$ cat config.mk
export PLATFORM = sky130hd
export DESIGN_NAME = dbus_dma
export DESIGN_NICKNAME = d
export VERILOG_FILES = /design/src/rtl/dbus_pkg.sv /design/src/rtl/dbus_dma.sv
export SDC_FILE = /design/constraint.sdc
export NUM_CORES = 1
export LEC_CHECK = 0
export CELL_PAD_IN_SITES_DETAIL_PLACEMENT = 0
export CELL_PAD_IN_SITES_GLOBAL_PLACEMENT = 1
export CORE_MARGIN = 2
export CORE_UTILIZATION = 29
export DETAILED_ROUTE_END_ITERATION = 7
export PLACE_DENSITY = 0.81
export SLEW_MARGIN = 20
export SYNTH_ARGS = -nofsm -noshare
export SYNTH_HDL_FRONTEND = slang
export SYNTH_SLANG_ARGS = --single-unit
$ cat constraint.sdc
create_clock -name clk -period 2.2 [get_ports clk]
set_input_delay 0.44 -clock clk [delete_from_list [all_inputs] [get_ports clk]]
set_output_delay 0.44 -clock clk [all_outputs]
set_load 0.02 [all_outputs]
$ cat src/rtl/dbus_pkg.sv
// Shared definitions for the 16-bit data bus and its initiators.
// Contents: bus widths, block-select width (top address bits used by the
// decoder), the read-latency constant, and the DMA FSM state encoding.
package dbus_pkg;

  localparam int DBUS_DW = 16;
  localparam int DBUS_AW = 16;
  localparam int BLK_W   = 3;   // address MSBs that select a decoder block
  localparam int RD_LAT  = 1;   // read data valid the cycle after its address

  localparam logic [2:0] S_IDLE = 3'd0;
  localparam logic [2:0] S_REQ  = 3'd1;
  localparam logic [2:0] S_RD   = 3'd2;
  localparam logic [2:0] S_WR   = 3'd3;
  localparam logic [2:0] S_FIN  = 3'd4;

  typedef enum logic [2:0] {
    ST_IDLE = S_IDLE,
    ST_REQ  = S_REQ,
    ST_RD   = S_RD,
    ST_WR   = S_WR,
    ST_FIN  = S_FIN
  } dma_state_e;

endpackage

$ cat src/rtl/dbus_dma.sv
// dbus_dma: block-copy bus initiator for the 16-bit data bus.
// Copies len words from src.. to dst.. (ascending, modulo 2^AW) using the
// single-cycle-address / one-cycle-read-latency bus protocol. Each word is
// a RD cycle (address sa) followed by a WR cycle (address da) whose write
// data is the read data returned for the RD cycle.
//
// Ports:
//   clk, rst        clock, synchronous active-high reset
//   start           one-cycle pulse, accepted only when idle
//   src, dst, len   first source / destination word address, word count
//   busy, done      busy from accepted start to completion; done pulse
//   remain          words still to copy
//   bus_req/bus_gnt bus ownership request / arbiter grant (sampled in REQ)
//   m_addr, m_wdata, m_we, m_rdata   bus master signals
//
// Build option: define DMA_YIELD_EN to release the bus request for one
// cycle between words so the arbiter can slot the CPU in.
module dbus_dma
  import dbus_pkg::*;
#(
  parameter int DW    = DBUS_DW,
  parameter int AW    = DBUS_AW,
  parameter int LEN_W = 13
) (
  input  logic             clk,
  input  logic             rst,
  input  logic             start,
  input  logic [AW-1:0]    src,
  input  logic [AW-1:0]    dst,
  input  logic [LEN_W-1:0] len,
  output logic             busy,
  output logic             done,
  output logic [LEN_W-1:0] remain,
  output logic             bus_req,
  input  logic             bus_gnt,
  output logic [AW-1:0]    m_addr,
  output logic [DW-1:0]    m_wdata,
  output logic             m_we,
  input  logic [DW-1:0]    m_rdata
);

  dma_state_e       state;
  logic [AW-1:0]    sa;
  logic [AW-1:0]    da;
  logic [LEN_W-1:0] cnt;
  logic             yield_slot;

`ifdef DMA_YIELD_EN
  logic yield_q;   // set for the first REQ cycle after a word
  assign yield_slot = yield_q;
`else
  assign yield_slot = 1'b0;
`endif

  // Control: state and word counter
  always_ff @(posedge clk) begin
    if (rst) begin
      state <= ST_IDLE;
      cnt   <= '0;
`ifdef DMA_YIELD_EN
      yield_q <= 1'b0;
`endif
    end else begin
      unique case (state)
        ST_IDLE: begin
          if (start) begin
            cnt   <= len;
            state <= (len == '0) ? ST_FIN : ST_REQ;
          end
        end
        ST_REQ: begin
`ifdef DMA_YIELD_EN
          yield_q <= 1'b0;
`endif
          if (bus_gnt) state <= ST_RD;
        end
        ST_RD: state <= ST_WR;
        ST_WR: begin
          cnt <= cnt - LEN_W'(1);
          if (cnt == LEN_W'(1)) begin
            state <= ST_FIN;
          end else begin
`ifdef DMA_YIELD_EN
            state   <= ST_REQ;
            yield_q <= 1'b1;
`else
            state <= ST_RD;
`endif
          end
        end
        ST_FIN:  state <= ST_IDLE;
        default: state <= ST_IDLE;
      endcase
    end
  end

  // Address registers: loaded on an accepted start, stepped after each write
  always_ff @(posedge clk) begin
    if (state == ST_IDLE && start) begin
      sa <= src;
      da <= dst;
    end else if (state == ST_WR) begin
      sa <= sa + AW'(1);
      da <= da + AW'(1);
    end
  end

  assign busy    = (state != ST_IDLE);
  assign done    = (state == ST_FIN);
  assign remain  = cnt;
  assign bus_req = (state == ST_RD) || (state == ST_WR) ||
                   ((state == ST_REQ) && !yield_slot);
  assign m_we    = (state == ST_WR);
  assign m_addr  = (state == ST_RD) ? sa :
                   (state == ST_WR) ? da : '0;
  // Read data returned for the RD address is forwarded straight to the bus.
  assign m_wdata = (state == ST_WR) ? m_rdata : '0;

endmodule
# ---- After elaboration in Yosys (flattened, before gate mapping)
# Cells that the tools add are included.
# W data, S select, Z words.
dict set report totals {
  out_inout_bits 49
  ff_bits 48
  elab_cells 38
}
dict set report classes {
  mux 14
  n_eq_ne 7
  n_addsub 3
  n_reduce_logical 10
}
# op n
set ops {}
lappend ops {{$mux W16} 7}
lappend ops {{$add A16 B1 Y16 const B} 2}
lappend ops {{$pmux W13 S2} 1}
lappend ops {{$eq A13 B1 Y1 const B} 1}
lappend ops {{$logic_not A13 Y1} 1}
lappend ops {{$mux W13} 1}
lappend ops {{$sub A13 B1 Y13 const B} 1}
lappend ops {{$mux W3} 4}
lappend ops {{$pmux W3 S4} 1}
lappend ops {{$eq A3 B2 Y1 const B} 2}
lappend ops {{$ne A2 B2 Y1 const B} 2}
lappend ops {{$reduce_and A2 Y1} 2}
lappend ops {{$reduce_bool A2 Y1} 2}
lappend ops {{$eq A3 B1 Y1 const B} 1}
lappend ops {{$eq A3 B3 Y1 const B} 1}
lappend ops {{$logic_not A3 Y1} 1}
lappend ops {{$reduce_bool A3 Y1} 1}
lappend ops {{$logic_or A1 B1 Y1} 2}
lappend ops {{$logic_and A1 B1 Y1} 1}

# ---- Logic depth before layout (Yosys ltp)
dict set report depth {
  depth_word 4
  depth_mapped 6
}

# ---- Worst setup path after synthesis
# OpenSTA, ideal clock, no wires.
dict set report synth_path {
  path_type {register to register}
  startpoint {register state[1]}
  endpoint {register da[0], enable pin}
  arrival_ns 1.751
  stages_incl_launch_ff 6
  setup_ns 0.387
  slack_ns 0.063
  path_buffers 2
  path_cell_list {dfxtp_1 -> buf_2 -> nor4b_2 -> buf_2 -> nor2_1 -> inv_1}
}
dict set report synth_via {
  elab_chain_len 3
}
# element line
set synth_rtl {}
lappend synth_rtl {{from (decl)} dbus_dma.sv:42} ;# dma_state_e state;
lappend synth_rtl {{from (signal assigned)} dbus_dma.sv:68} ;# state <= (len == '0) ? ST_FIN : ST_REQ;
lappend synth_rtl {{$logic_not A3 Y1} dbus_dma.sv:99} ;# if (state == ST_IDLE && start) begin
lappend synth_rtl {{$logic_and A1 B1 Y1} dbus_dma.sv:99}
lappend synth_rtl {{$reduce_bool A2 Y1 (no source line) *} n/a}
lappend synth_rtl {{to (signal assigned)} dbus_dma.sv:101} ;# da <= dst;
lappend synth_rtl {{to (signal assigned)} dbus_dma.sv:104} ;# da <= da + AW'(1);
lappend synth_rtl {{to (decl)} dbus_dma.sv:44} ;# logic [AW-1:0] da;
# Every way passes the cells marked *; elsewhere a longest branch is shown, timed or not.
# A chain may end at the register's enable or synchronous reset.

# ---- Worst setup path in the final report
dict set report layout_path {
  startpoint {register state[2]}
  endpoint {output port m_addr[10]}
}
dict set report layout_via {
  elab_chain_len 3
}
# element line
set layout_rtl {}
lappend layout_rtl {{$eq A3 B2 Y1} dbus_dma.sv:115} ;# (state == ST_WR) ? da : '0;
lappend layout_rtl {{$mux W16} dbus_dma.sv:115}
lappend layout_rtl {{$mux W16 *} dbus_dma.sv:114} ;# assign m_addr = (state == ST_RD) ? sa :
lappend layout_rtl {{to (decl)} dbus_dma.sv:36} ;# output logic [AW-1:0] m_addr,
# Marks and branches as above.

==> metrics <==
total gr overflow 0; WL/cell 14.9 um; DR vias 3018; # fillers 1045; DRT iter0 DRCs 219; CTS tree done; Root Driver clkbuf_8; hold path cells 2; Starting Density 0.297; HPWL Detailed 6930 um; Primary FF master, synth edfxtp_1; Synth top area share 0.314; worst setup margin 0.0783 ns; first-pass GRT wire length 14200 um; area of the multi-input gates 1660 sq um; commonest non-fill, non-tap cell in the layout clkdlybuf4s50_1; WP data required 1.76 ns; Die H 107 um; maximum clock path buffer count 2; Area contributors post-synth edfxtp_1, dfxtp_1, nand2_1; syn nets 407; number of flops mapped to enable cells by yosys 32; Lkg Pwr 0.00178 uW; placed cell area 4440 sq um; Num CTS Buffers 5; kind of end point of the critical path primary output; most frequent cells in the layout clkdlybuf4s50_1, nand2_1, edfxtp_1; proportion of layout cells with a drive suffix above 1 0.0768; CP Class register to primary output; FMAX 0.471 GHz; worst setup path startpoint state[2]; RSZ-0062 raised after global routing false; synthesized area 3060 sq um; # rows 37; final period utilization 0.964; reg-to-reg endpoint remain[10]; Core Area 10300 sq um; Clk Latency, worst-skew pair 0.31 ns; Detail Route Antenna Nets 0; initial antenna violation count 0; maximum vdd drop 0.000260 V; relative slew slack 0.653; r2r worst-path depth 6; Cell variety after synth 48; pwr dens 584 nW/um^2; CP Launch Type register; classification of the worst-slack hold path register to register; Finish-stage setup viols 0; min Tclk post-route 2.12 ns; Routed WL 8800 um; Post-route DRC 0; Synth Instances 338; crit path DAT 1.68 ns; setup_tns 0 ns; post-route cell area 4510 sq um; Die Wd 107 um; pre-CTS setup slack 0.0485 ns; status completed; Final nets 524; r2r startpoint remain[0]; Clock Skew 0.00903 ns; routed vias/inst 5.10; largest net degree at the start of global routing 37; post-synthesis sequential area ratio 0.419; synthesized flop and latch total 48; Warnings, synthesis 0; Routability Congestion 0.877; ant diodes 0; GRT Util Overall 0.155; Synth Area per Inst 9.04 sq um; register area 1280 sq um; max-cap violations 0; Final Hold Viols 0; DIE AREA 11400 sq um; H-tree depth 2; postcts setup bufs 0; Worst-Margin Slew 0.517 ns; Layout Area Growth over Synthesis 47.5%; Async S/R FF share, synth 0; Reg clk slew, reported paths 0.09 ns; I/O Buffers 113; CTS sink count 48; TritonRoute pass-1 iters 5; post-synth top area cell edfxtp_1; FF-to-FF setup slack 0.42 ns; # IOs 114; worst setup path end m_addr[10]; vias in the first global route 2879; CP max FO 20; fin. max-slew vios 0
## what timing repair did
item	4_1_cts	5_1_grt
hold buffers	0	0
endpoints found under the hold margin	0	0
endpoints found under the setup margin	35	4
gates resized for setup	35	8
## synth_stat cells (2+ instances only)
cell       n
a31oi_1    4
and2_0     2
o311ai_1   3
a22oi_1    2
mux2i_1    2
buf_6      2
nand2_1   48
nor4_1     8
nand4_1    9
clkbuf_1   8
edfxtp_1  32
and2_1    17
and4_1     3
and3_1     7
nor2_1    22
o21ai_0   27
nor3_1    11
xor2_1    13
dfxtp_1   16
nand3_1   11
or3_1      4
xnor2_1   14
a22o_1    13
buf_2      8
a211oi_1   4
a221oi_1   3
nor3b_1    2
o211ai_1   4
inv_1      6
ha_1       4
a21oi_1   12
## worst max-delay path, stage by stage, from the launching register on
cell and delay [ns]:
dfxtp_1 0.38, nand3b_4 0.21, inv_2 0.07, buf_12 0.15, a22o_1 0.25, dlygate4sd2_1 0.32
## final cells by class
type | count | share of cell area
Clock buffer | 5 | 0.0153
Clock inverter | 3 | 0.0103
Inverter | 7 | 0.00583
Multi-Input combinational cell | 265 | 0.369
Sequential cell | 48 | 0.285
Tap cell | 136 | 0.0378
Timing Repair Buffer | 128 | 0.277
## flip-flops by register name, indices dropped and copies added (netlist names)
| name | cells |
|---|---|
| state | 3 |
| sa | 16 |
| da | 16 |
| remain | 13 |
## kinds of logic after synthesis
family,count (synthesis),synth area share
AO/OA/AOI/OAI,76,0.163
multiplexers,2,0.00655
XOR/XNOR,27,0.0774
adder cells (fa/ha/maj),4,0.0164
AND/OR/NAND/NOR,156,0.279
flip-flops,48,0.419
buffers and inverters,25,0.0389
## power breakdown
group	switching [uW]	total [uW]	internal, uW
logic	368	735	367
registers	131	1230	1100
clock network	321	664	343
total	821	2630	1810
## per-stage QoR
stage / cells / utilization / hold slack (ns) / power [uW]
after detailed placement: 584 / 0.432 / 0.523 / 2010
after global routing: 592 / 0.438 / 0.567 / 2770
after CTS: 592 / 0.439 / 0.537 / 2660
after floorplan: 338 / - / 0.513 / 1630
final: 592 / 0.438 / 0.538 / 2630
after global placement: 584 / 0.432 / 0.518 / 1990
## worst min-delay path by stage
stage / from / to / slack [ns]
6_report: remain[9] / remain[9] / 0.54
4_1_cts: remain[9] / remain[9] / 0.54
2_1_floorplan: rst / remain[0] / 0.51
5_1_grt: remain[8] / remain[8] / 0.57
3_5_place_dp: remain[9] / remain[9] / 0.52
3_3_place_gp: remain[9] / remain[9] / 0.52
## routing by layer
layer | track usage | share of wire | up-vias
li1 | - | - | 1488
met1 | 0.199 | 0.43 | 1411
met2 | 0.266 | 0.48 | 113
met3 | 0.0316 | 0.072 | 6
met4 | 0.0362 | 0.0098 | 0
met5 | 0 | 0 | -
No activity file was read; power rests on OpenSTA's default activity.
